==> src/rtl/acc_seq_unit_if.sv <==
// Request/result bundle between the ALU sequencer and the accumulator stage.
// Handshake: START is sampled only while BUSY=0; DONE pulses for one cycle per completed op.
interface acc_seq_unit_if #(
   parameter int WIDTH = 4
);
   logic [1:0]       i_op;
   logic [WIDTH-1:0] i_operand;
   logic             i_start;
   logic             o_busy;
   logic             o_done;
   logic [WIDTH-1:0] o_acc;
   logic [WIDTH-1:0] o_product_hi;
   logic             o_carry;
   logic             o_zero;

   modport master (
      output i_op, i_operand, i_start,
      input  o_busy, o_done, o_acc, o_product_hi, o_carry, o_zero
   );

   modport slave (
      input  i_op, i_operand, i_start,
      output o_busy, o_done, o_acc, o_product_hi, o_carry, o_zero
   );
endinterface

==> src/rtl/acc_seq_unit.sv <==
// Accumulator with CARRY/ZERO flags, add-with-carry chaining and an iterative
// shift-add multiplier that reuses a single WIDTH-bit adder.
module acc_seq_unit #(
   parameter int WIDTH = 4
) (
   input  logic          i_clk,
   input  logic          i_reset,
   acc_seq_unit_if.slave bus,
   output logic          o_dbg_state
);
   localparam int CW = $clog2(WIDTH + 1);
   localparam logic [1:0] OP_LOAD = 2'b00;
   localparam logic [1:0] OP_ADD  = 2'b01;
   localparam logic [1:0] OP_ADC  = 2'b10;
   localparam logic [1:0] OP_MUL  = 2'b11;

   typedef enum logic {S_IDLE, S_MUL_RUN} state_t;

   state_t           r_state;
   logic [WIDTH-1:0] r_acc;
   logic [WIDTH-1:0] r_product_hi;
   logic             r_carry;
   logic             r_zero;
   logic             r_done;
   logic [WIDTH-1:0] r_mcand;
   logic [WIDTH-1:0] r_mplier;
   logic [WIDTH-1:0] r_phi;
   logic [CW-1:0]    r_cnt;

   state_t           w_next_state;
   logic             w_accept;
   logic             w_last;
   logic             w_cin;
   logic [WIDTH:0]   w_sum;
   logic [WIDTH:0]   w_step;
   logic [WIDTH-1:0] w_phi_nxt;
   logic [WIDTH-1:0] w_mplier_nxt;

   always_comb begin
      w_next_state = r_state;
      w_accept     = 1'b0;
      w_last       = 1'b0;
      case (r_state)
         S_IDLE: begin
            if (bus.i_start) begin
               w_accept = 1'b1;
               if (bus.i_op == OP_MUL) w_next_state = S_MUL_RUN;
            end
         end
         S_MUL_RUN: begin
            if (r_cnt == CW'(WIDTH - 1)) begin
               w_last       = 1'b1;
               w_next_state = S_IDLE;
            end
         end
         default: w_next_state = S_IDLE;
      endcase

      w_cin = (bus.i_op == OP_ADC) ? r_carry : 1'b0;
      w_sum = {1'b0, r_acc} + {1'b0, bus.i_operand} + {{WIDTH{1'b0}}, w_cin};

      // One multiply step: conditional add, then shift {c,hi,multiplier} right by one.
      w_step       = r_mplier[0] ? ({1'b0, r_phi} + {1'b0, r_mcand}) : {1'b0, r_phi};
      w_phi_nxt    = w_step[WIDTH:1];
      w_mplier_nxt = {w_step[0], r_mplier[WIDTH-1:1]};
   end

   always_ff @(posedge i_clk) begin
      if (i_reset) begin
         r_state      <= S_IDLE;
         r_acc        <= '0;
         r_product_hi <= '0;
         r_carry      <= 1'b0;
         r_zero       <= 1'b0;
         r_done       <= 1'b0;
         r_mcand      <= '0;
         r_mplier     <= '0;
         r_phi        <= '0;
         r_cnt        <= '0;
      end else begin
         r_state <= w_next_state;
         r_done  <= 1'b0;
         if (w_accept) begin
            case (bus.i_op)
               OP_LOAD: begin
                  r_acc        <= bus.i_operand;
                  r_product_hi <= '0;
                  r_zero       <= (bus.i_operand == '0);
                  r_done       <= 1'b1;
               end
               OP_ADD, OP_ADC: begin
                  {r_carry, r_acc} <= w_sum;
                  r_product_hi     <= '0;
                  r_zero           <= (w_sum[WIDTH-1:0] == '0);
                  r_done           <= 1'b1;
               end
               default: begin
                  r_mcand  <= r_acc;
                  r_mplier <= bus.i_operand;
                  r_phi    <= '0;
                  r_cnt    <= '0;
               end
            endcase
         end
         if (r_state == S_MUL_RUN) begin
            r_phi    <= w_phi_nxt;
            r_mplier <= w_mplier_nxt;
            r_cnt    <= r_cnt + CW'(1);
            if (w_last) begin
               r_product_hi <= w_phi_nxt;
               r_acc        <= w_mplier_nxt;
               r_carry      <= 1'b0;
               r_zero       <= ({w_phi_nxt, w_mplier_nxt} == '0);
               r_done       <= 1'b1;
            end
         end
      end
   end

   assign bus.o_busy       = (r_state == S_MUL_RUN);
   assign bus.o_done       = r_done;
   assign bus.o_acc        = r_acc;
   assign bus.o_product_hi = r_product_hi;
   assign bus.o_carry      = r_carry;
   assign bus.o_zero       = r_zero;
   assign o_dbg_state      = r_state;
endmodule

==> src/flat_wrapper.sv <==
// flat-port wrapper written by rule: the top's interface ports become plain ports
module acc_seq_unit_flat 
#(
   parameter int WIDTH = 4
)
  (i_clk, i_reset, o_dbg_state, bus_i_op, bus_i_operand, bus_i_start, bus_o_busy, bus_o_done, bus_o_acc, bus_o_product_hi, bus_o_carry, bus_o_zero);
  acc_seq_unit_if #(.WIDTH(WIDTH)) bus_i ();
  input  logic i_clk;
  input  logic i_reset;
  output logic o_dbg_state;
  input wire logic [$bits(bus_i.i_op)-1:0] bus_i_op;
  input wire logic [$bits(bus_i.i_operand)-1:0] bus_i_operand;
  input wire logic [$bits(bus_i.i_start)-1:0] bus_i_start;
  output wire logic [$bits(bus_i.o_busy)-1:0] bus_o_busy;
  output wire logic [$bits(bus_i.o_done)-1:0] bus_o_done;
  output wire logic [$bits(bus_i.o_acc)-1:0] bus_o_acc;
  output wire logic [$bits(bus_i.o_product_hi)-1:0] bus_o_product_hi;
  output wire logic [$bits(bus_i.o_carry)-1:0] bus_o_carry;
  output wire logic [$bits(bus_i.o_zero)-1:0] bus_o_zero;
  assign bus_i.i_op = bus_i_op;
  assign bus_i.i_operand = bus_i_operand;
  assign bus_i.i_start = bus_i_start;
  assign bus_o_busy = bus_i.o_busy;
  assign bus_o_done = bus_i.o_done;
  assign bus_o_acc = bus_i.o_acc;
  assign bus_o_product_hi = bus_i.o_product_hi;
  assign bus_o_carry = bus_i.o_carry;
  assign bus_o_zero = bus_i.o_zero;
  acc_seq_unit #(.WIDTH(WIDTH)) u_core (.i_clk(i_clk), .i_reset(i_reset), .bus(bus_i), .o_dbg_state(o_dbg_state));
endmodule
==> config.mk <==
export PLATFORM = sky130hd
export DESIGN_NAME = acc_seq_unit_flat
export DESIGN_NICKNAME = d
export VERILOG_FILES = /design/src/rtl/acc_seq_unit_if.sv /design/src/rtl/acc_seq_unit.sv /design/src/flat_wrapper.sv
export SDC_FILE = /design/constraint.sdc
export NUM_CORES = 1
export LEC_CHECK = 0
export BUFFER_PORTS_ARGS = -buffer_cell sky130_fd_sc_hd__clkbuf_2
export CAP_MARGIN = 20
export CORE_MARGIN = 2
export CORE_UTILIZATION = 51
export DETAILED_ROUTE_END_ITERATION = 8
export GPL_ROUTABILITY_DRIVEN = 0
export PLACE_DENSITY_LB_ADDON = 0.25
export SYNTH_ARGS = -nofsm -noshare
export SYNTH_HDL_FRONTEND = slang
export SYNTH_SLANG_ARGS = --single-unit
==> constraint.sdc <==
create_clock -name i_clk -period 3.1 [get_ports i_clk]
set_clock_uncertainty 0.1 [all_clocks]
set_input_delay 0.775 -clock i_clk [delete_from_list [all_inputs] [get_ports i_clk]]
set_output_delay 0.775 -clock i_clk [all_outputs]
set_load 0.02 [all_outputs]
Yosys cells after proc, flatten, opt, wreduce, memory -nomap -nowiden --
Cells that the tools add are included.
Word-level totals: register bits 27, input port bits 9, output and inout port bits 13, logic and storage cells 69
Cells by class: $add $sub $neg 4, eq/ne operators 5, muxes and demuxes 39, bitwise logic cells 2, reductions and logical operators 9
Operators by type and width (number):
- 2-to-1 mux 4 bit | 13
- 2-to-1 mux 1 bit | 19
- adder 4 x 4 -> 5 bit | 2
- 2-to-1 mux 3 bit | 3
- logical NOT 4 bit | 2
- logical NOT 8 bit | 1
- case mux 4 bit (2 select lines) | 1
- adder 5 x 1 -> 5 bit | 1
- 2-to-1 mux 5 bit | 1
- equality test 2 bit (second input constant) | 2
- case mux 1 bit (2 select lines) | 2
- AND reduction 2 bit | 2
- adder 3 x 1 -> 3 bit (second input constant) | 1
- equality test 3 x 2 -> 1 bit (second input constant) | 1
- OR reduction 3 bit | 1
- equality test 2 x 1 -> 1 bit (second input constant) | 1
- logical NOT 2 bit | 1
- inequality test 2 x 1 -> 1 bit (second input constant) | 1
- NOT 1 bit | 2
- nonzero test 2 bit | 1
- OR reduction 2 bit | 1

Longest topological paths before layout --
Gate-level depths: netlist of the first run.
word-level depth 8, gate-level depth with buffers 10

Least setup slack after synthesis of the first run --
Ideal clock, no wire load.
path kind input to register, start point input bus_i_op[0], end point register u_core.r_zero (netlist: u_core.bus.o_zero), setup time 0.103 ns, data arrival time 2.747 ns, required time 2.897 ns, slack 0.150 ns, stages 8, path through inv_1 > ha_1 > nand2_1 > fa_1 > inv_1 > fa_1 > or4_4 > a2111oi_2
Between the ends: cells in the longest elaborated chain, start to end 8, elaborated cells between the ends (all ways) 11, classes of those cells add/sub (1); eq/ne (2); mux (5); reduce/logical (3)
RTL lines:
- start: declaration | RTL line flat_wrapper.sv:11 | input wire logic [$bits(bus_i.i_op)-1:0] bus_i_op;
- equality test 2 bit | RTL line acc_seq_unit.sv:59, acc_seq_unit.sv:84
- 2-to-1 mux 1 bit | RTL line acc_seq_unit.sv:59 | w_cin = (bus.i_op == OP_ADC) ? r_carry : 1'b0;
- adder 5 x 1 -> 5 bit | RTL line acc_seq_unit.sv:60 | w_sum = {1'b0, r_acc} + {1'b0, bus.i_operand} + {{WIDTH{1'b0}}, w_cin};
- logical NOT 4 bit | RTL line acc_seq_unit.sv:94 | r_zero <= (w_sum[WIDTH-1:0] == '0);
- case mux 1 bit (2 select lines) (*) | RTL line acc_seq_unit.sv:84 | case (bus.i_op)
- 2-to-1 mux 1 bit (*) | RTL line acc_seq_unit.sv:83 | if (w_accept) begin
- 2-to-1 mux 1 bit | RTL line acc_seq_unit.sv:109 | if (w_last) begin
- 2-to-1 mux 1 bit (*) | RTL line acc_seq_unit.sv:105 | if (r_state == S_MUL_RUN) begin
- end signal: assignment | RTL line acc_seq_unit.sv:88 | r_zero <= (bus.i_operand == '0);
- end signal: assignment | RTL line acc_seq_unit.sv:94
- end signal: assignment | RTL line acc_seq_unit.sv:113 | r_zero <= ({w_phi_nxt, w_mplier_nxt} == '0);
- end: declaration | RTL line acc_seq_unit.sv:23 | logic r_zero;
Every way passes the cells marked *; elsewhere a longest branch is shown, timed or not. A chain may end at the register's enable or synchronous reset.

Final worst setup path of the first run --
Same ends and word-level chain as after synthesis.

==> results of run 1 <==
[report_power, final]
part / leakage [nW] / internal (mW) / switching, mW
registers: 0.220 / 0.360 / 0.0139
clock network: 0.0177 / 0.0484 / 0.103
logic: 0.509 / 0.0515 / 0.0794
total: 0.746 / 0.460 / 0.197
[final cells by class]
cell class | instances | area share [%]
sequential | 27 | 31.28
inverter | 12 | 2.607
clock buffer | 3 | 1.303
clock inverter | 1 | 0.2896
tap | 33 | 2.390
multi-input combinational | 145 | 54.31
timing repair buffer | 25 | 7.820
[sequential cells by signal (all words and copies together), names as in the netlist]
name                     count
u_core.r_mplier              4
u_core.bus.o_carry           1
u_core.r_cnt                 3
u_core.bus.o_zero            1
u_core.bus.o_acc             4
u_core.bus.o_busy            1
u_core.r_phi                 4
u_core.bus.o_product_hi      4
u_core.r_mcand               4
u_core.bus.o_done            1
[cells in the final DEF (no fill, tap or decap), drive strengths merged, types with 2 or more instances in the layout]
master,instances
nor2b,2
nand2b,2
a221oi,4
a211oi,2
nor2,28
mux2i,3
a21oi,25
xor2,2
nand2,21
nand3b,3
nand3,8
ha,13
clkbuf,24
dfxtp,27
inv,12
mux2,2
buf,4
a2111oi,3
nor4,4
o21ai,4
fa,3
nor3,4
a22oi,3
[worst paths after layout]
path | to | slack, ns | depth (start not counted)
hold reg to reg | u_core.r_mcand[0] | 0.38 | 2
hold / removal | u_core.r_mcand[0] | 0.38 | 2
setup / recovery | u_core.bus.o_zero | 0.28 | 9
setup reg to reg | u_core.bus.o_zero | 0.53 | 6
[layer usage]
| metal | vias to the layer above | global-route usage, % | wire length [um] |
|---|---|---|---|
| met3 | 2 | 3.493 | 93 |
| li1 | 714 | - | - |
| met5 | - | 0 | 0 |
| met2 | 29 | 36.26 | 1700 |
| met4 | 0 | 6.984 | 10 |
| met1 | 680 | 27.79 | 1602 |
[worst max-delay path: stages]
cell	delay (ns)
clkbuf_2	0.09
inv_1	0.07
ha_1	0.14
nand2_1	0.06
fa_1	0.39
inv_1	0.10
fa_1	0.45
or4_4	0.55
a2111oi_2	0.34
[cells by family after synthesis]
group / after synthesis / share of synthesized area, %
AND/OR/NAND/NOR: 77 / 22.78
adder cells (fa/ha/maj): 16 / 14.13
flip-flops: 27 / 34.29
AO/OA/AOI/OAI: 44 / 17.62
multiplexers: 5 / 3.333
XOR/XNOR: 3 / 1.667
buffers and inverters: 24 / 6.190
==> out/qor.csv, run 1 <==
stage,metric,value,unit
pwr,Leakage,0.7462,nW
pwr,maximum VDD drop,0.1968,mV
synth,Post-Syn Nets,221,
die,Initial Utilization,52.50,%
pwr,Pwr Density,380.1,nW/um2
synth,top-area cell type share of the netlist area,34.29,%
sta,hold slack,0.3806,ns
synth,synthesized netlist cell count,196,
sta,max-slew violations,0,
min_path,HP Class,reg -> reg,
synth,#FFs+latches synth,27,
clocking,CTS tree,built,
die,# IOs,22,
sta,Final Setup Violations,0,
routing,1st-pass router iterations,4,
placement,PortBufs,21,
routing,Wirelength per Cell,13.84,um
worst_setup_path,crit path launch,bus_i_op[0],
synth,"Seq/Total Area, Yosys",34.29,%
sta,Fmax,354.1,MHz
routing,initial drt markers,71,
cells_and_area,multi-input logic area,938.4,um2
pwr,total power,656.7,uW
clocking,post-CTS resize count,0,
synth,"area leader, netlist",dfxtp_1,
synth,"count leader, synth",nor2_1,
cells_and_area,design area,1728,um2
worst_setup_path,FF-to-FF Start,u_core.bus.o_acc[0],
outcome,status,completed,
worst_setup_path,CP Data Required Time,3.24,ns
placement,dpl ws,-0.06238,ns
worst_setup_path,CP arrival,2.96,ns
sta,RSZ-0062 raised after global routing,no,
cells_and_area,Final #Nets,239,
clocking,hold_buf cts,0,
clocking,"Reg clk slew, reported paths",0.15,ns
cells_and_area,share of cells above drive strength 1,16.43,%
clocking,htree depth,1,
routing,via count,1425,
sta,Max-slew headroom,63.10,%
routing,Vias/cell,5.793,
sta,fin crit period,2.824,ns
sta,Fin. Hold Viols,0,
clocking,Clock Tree Root,clkbuf_4,
grt,gr usage total,21.46,%
routing,WL final,3.405,mm
grt,grt ovf,0,
grt,largest net degree at the start of global routing,28,
die,FP Rows,20,
synth,top post-synthesis cells by area,"dfxtp_1 (34%), ha_1 (10%), a21oi_1 (7.6%), nor2_1 (6.7%), nand2_1 (5.0%)",
synth,Synth Cell Area,1577,um2
clocking,CTS Buf Count,3,
cells_and_area,fill count,289,
sta,fin worst setup slack,0.2760,ns
cells_and_area,synth-to-layout area growth,9.603,%
clocking,clock buffer depth,2,
synth,Yosys cell types,36,
cells_and_area,Ant. Diodes,0,
grt,first-pass GRT wire length,5.823,mm
cells_and_area,final cell count without fillers,246,
routing,Detail Route Antenna Nets,0,
worst_setup_path,critical path endpoint category,flip-flop,
run,max_cap viols,0,
synth,Yosys warning total,0,
synth,Mean Syn Cell Area,8.043,um2
clocking,postcts setup bufs,0,
worst_setup_path,CP max FO,2,
worst_setup_path,CP Launch Type,input pin,
clocking,sink count of the clock tree,27,
clocking,Skew-Pair Late Insertion Delay,0.32,ns
die,Die W,59.60,um
placement,Final HPWL DP,2.598,mm
placement,Post-DP Area,1700,um2
min_path,worst hold start,u_core.r_mcand[0],
synth,"EDFF count, synth",0,
grt,antenna violations before repair,0,
cells_and_area,Register Area,540.5,um2
synth,Post-synth top flop,dfxtp_1,
synth,Async SR Flop Fraction,0,%
sta,final worst-path cycle share,91.10,%
sta,worst-margin pin slew,0.5535,ns
sta,setup TNS,0,ns
die,CORE AREA,3003,um2
grt,vias in the first global route,1323,
cells_and_area,fin util,57.54,%
routing,drc violations,0,
synth,most instantiated cells after synthesis,"nor2_1 (28), dfxtp_1 (27), a21oi_1 (24)",
placement,Post-Place Cells,242,
die,Die Area,3552,um2
worst_setup_path,Crit Path Class,in -> reg,
die,DIE HEIGHT,59.60,um
No activity file was read; power rests on OpenSTA's default activity.
==> inputs of run 2 (changes only) <==
--- a/config.mk
+++ b/config.mk
@@ -7,10 +7,11 @@
 export LEC_CHECK = 0
 export BUFFER_PORTS_ARGS = -buffer_cell sky130_fd_sc_hd__clkbuf_2
 export CAP_MARGIN = 20
+export CELL_PAD_IN_SITES_DETAIL_PLACEMENT = 0
+export CELL_PAD_IN_SITES_GLOBAL_PLACEMENT = 1
 export CORE_MARGIN = 2
-export CORE_UTILIZATION = 51
+export CORE_UTILIZATION = 38
 export DETAILED_ROUTE_END_ITERATION = 8
-export GPL_ROUTABILITY_DRIVEN = 0
 export PLACE_DENSITY_LB_ADDON = 0.25
 export SYNTH_ARGS = -nofsm -noshare
 export SYNTH_HDL_FRONTEND = slang
==> run 2 against run 1 <==
- critical path depth unchanged
- die area increased by 32%
- sequential share of layout area decreased by 0.88 points
- first-iteration DRC count decreased by 17%
- cell count increased by 7.3%
- via count decreased by 0.91%
- sequential cell count unchanged
- setup slack got worse by 0.019 ns
- global-route usage decreased by 3.3 points
- critical path type unchanged
==> out/qor.csv, run 2 (synthesis results as in run 1) <==
stage,metric,value,unit,change
cells_and_area,"most common cell after layout, fill and taps aside",nor2_1,,unchanged
routing,drc violations,0,,unchanged
routing,1st-pass router iterations,4,,unchanged
placement,Final HPWL DP,2.822,mm,was 2.598 mm
pwr,Leakage,0.7550,nW,was 0.7462 nW
worst_setup_path,CP max FO,2,,unchanged
outcome,status,completed,,unchanged
cells_and_area,"commonest non-fill, non-tap cells in the layout","nor2_1 (28), dfxtp_1 (27), a21oi_1 (24), nand2_1 (21), clkbuf_2 (21)",,unchanged
routing,WL final,3.654,mm,was 3.405 mm
die,# IOs,22,,unchanged
worst_setup_path,FF-to-FF Start,u_core.bus.o_acc[0],,unchanged
clocking,"Reg clk slew, reported paths",0.09,ns,was 0.15 ns
min_path,worst hold start,u_core.r_mcand[3],,was u_core.r_mcand[0]
placement,Post-Place Cells,260,,was 242
grt,met2 Use GR,29.45,%,was 36.26%
clocking,Skew-Pair Late Insertion Delay,0.27,ns,was 0.32 ns
pwr,Clock power frac,28.9,%,was 23.1%
clocking,sink count of the clock tree,27,,unchanged
sta,RSZ-0062 raised after global routing,no,,unchanged
routing,Detail Route Antenna Nets,0,,unchanged
worst_setup_path,Crit Path Class,in -> reg,,unchanged
worst_setup_path,CP Data Required Time,3.18,ns,was 3.24 ns
sta,Fmax,351.8,MHz,was 354.1 MHz
clocking,hold_buf cts,0,,unchanged
worst_setup_path,Critical Path Slowest Stage Cell,or4_4,,unchanged
clocking,Clock Tree Root,clkbuf_8,,was clkbuf_4
pwr,maximum VDD drop,0.2016,mV,was 0.1968 mV
grt,vias in the first global route,1367,,was 1323
sta,final worst-path cycle share,91.70,%,was 91.10%
pwr,Int Pwr,502.6,uW,was 460.0 uW
die,DIE HEIGHT,68.41,um,was 59.60 um
cells_and_area,Final #Nets,240,,was 239
cells_and_area,final cell count without fillers,264,,was 246
placement,gp weighted congestion,0.8253,,
die,FP Rows,23,,was 20
worst_setup_path,crit-path leading delay family,adder cells,,unchanged
grt,first-pass GRT wire length,6.341,mm,was 5.823 mm
grt,met1 Usage GRT,23.36,%,was 27.79%
cells_and_area,share of cells above drive strength 1,16.82,%,was 16.43%
grt,grt peak-use layer,met2,,unchanged
worst_setup_path,crit path launch,bus_i_op[0],,unchanged
worst_setup_path,WP buf/inv,3,,unchanged
die,CORE AREA,4000,um2,was 3003 um2
grt,gr usage total,18.15,%,was 21.46%
grt,antenna violations before repair,0,,unchanged
sta,Fin. Hold Viols,0,,unchanged
pwr,Reg power frac,52.7,%,was 57.0%
cells_and_area,fin util,44.45,%,was 57.54%
clocking,clock buffer depth,2,,unchanged
sta,fin crit period,2.843,ns,was 2.824 ns
min_path,HP Class,reg -> reg,,unchanged
worst_setup_path,CP arrival,2.92,ns,was 2.96 ns
sta,worst-margin pin slew,0.5560,ns,was 0.5535 ns
pwr,switch share,29.25,%,was 29.96%
routing,Wirelength per Cell,13.84,um,about the same
clocking,CTS Buf Count,3,,unchanged
clocking,htree depth,1,,unchanged
run,max_cap viols,0,,unchanged
cells_and_area,synth-to-layout area growth,12.78,%,was 9.603%
grt,largest net degree at the start of global routing,28,,unchanged
placement,PortBufs,21,,unchanged
worst_setup_path,CP Launch Type,input pin,,unchanged
routing,initial drt markers,59,,was 71
worst_setup_path,Crit path largest cell delay,0.55,ns,about the same
cells_and_area,Ant. Diodes,0,,unchanged
pwr,Comb power frac,18.5,%,was 19.9%
die,Initial Utilization,39.41,%,was 52.50%
grt,GR Util met3,3.618,%,was 3.493%
clocking,postcts setup bufs,0,,unchanged
pwr,Pwr Density,399.6,nW/um2,was 380.1 nW/um2
sta,Max-slew headroom,62.93,%,was 63.10%
grt,grt ovf,0,,unchanged
sta,max-slew violations,0,,unchanged
worst_setup_path,"critical path, cell by cell","clkbuf_2, inv_1, ha_1, nand2_1, fa_1, inv_1, fa_1, or4_4, a2111oi_2",,unchanged
cells_and_area,fill count,391,,was 289
pwr,Psw,207.8,uW,was 196.7 uW
die,Die Area,4680,um2,was 3552 um2
clocking,post-CTS resize count,0,,unchanged
routing,Vias/cell,5.348,,was 5.793
clocking,CTS tree,built,,unchanged
worst_setup_path,critical path endpoint category,flip-flop,,unchanged
die,Die W,68.41,um,was 59.60 um
sta,Final Setup Violations,0,,unchanged
routing,via count,1412,,was 1425
run 2: cell count changes in the layout (fill, tap and decap cells not counted), sizes merged:
cell      before  now
clkinv         1    0
buf            4    5
clkinvlp       0    1
run 2: worst paths after layout:
| path | end | slack (ns) | cells past startpoint |
|---|---|---|---|
| worst min-delay path | u_core.r_mcand[3] | 0.38 | 2 |
| worst max-delay path | u_core.bus.o_zero | 0.26 | 9 |
| worst max register to register | u_core.bus.o_zero | 0.62 | 6 |
| worst min register to register | u_core.r_mcand[3] | 0.38 | 2 |
run 2: cell type report:
| cell class | count | area (um2) | share of cell area [%] |
|---|---|---|---|
| inverters | 12 | 45.04 | 2.533 |
| well taps | 50 | 62.56 | 3.519 |
| multi-input cells | 145 | 938.4 | 52.78 |
| repair buffers | 26 | 142.6 | 8.023 |
| clock inverters | 1 | 7.507 | 0.4222 |
| flip-flops and latches | 27 | 540.5 | 30.40 |
| clock buffers | 3 | 41.29 | 2.322 |
run 2: metal layers:
layer / up-vias / share of wire (%) / wire, um
li1: 714 / - / -
met2: 29 / 49 / 1777
met5: - / 0 / 0
met1: 663 / 45 / 1657
met3: 6 / 4.2 / 154
met4: 0 / 1.8 / 65
run 2: power groups by stage:
stage	logic, mW	clock network, mW	registers [mW]
2_1_floorplan	0.0849	0	0.387
3_3_place_gp	0.127	0	0.382
3_5_place_dp	0.131	0	0.382
4_1_cts	0.131	0.211	0.374
5_1_grt	0.147	0.226	0.377
6_report	0.131	0.205	0.374
run 2: tightest hold or removal path, cell delays in order (launching register included):
cell and delay (ns):
dfxtp_1 0.33, nand2_1 0.05, a21oi_1 0.05
run 2: stage by stage:
stage	hold slack [ns]	setup slack, ns	power (mW)	instance area, um2	TNS, ns
2_1_floorplan	0.3400	0.1498	0.4721	1577	0
3_3_place_gp	0.3626	0.007572	0.5096	1729	0
3_5_place_dp	0.3690	-0.02111	0.5130	1729	-0.02111
4_1_cts	0.3823	0.2644	0.7161	1778	0
5_1_grt	0.4152	0.1283	0.7494	1778	0
6_report	0.3769	0.2572	0.7104	1778	0
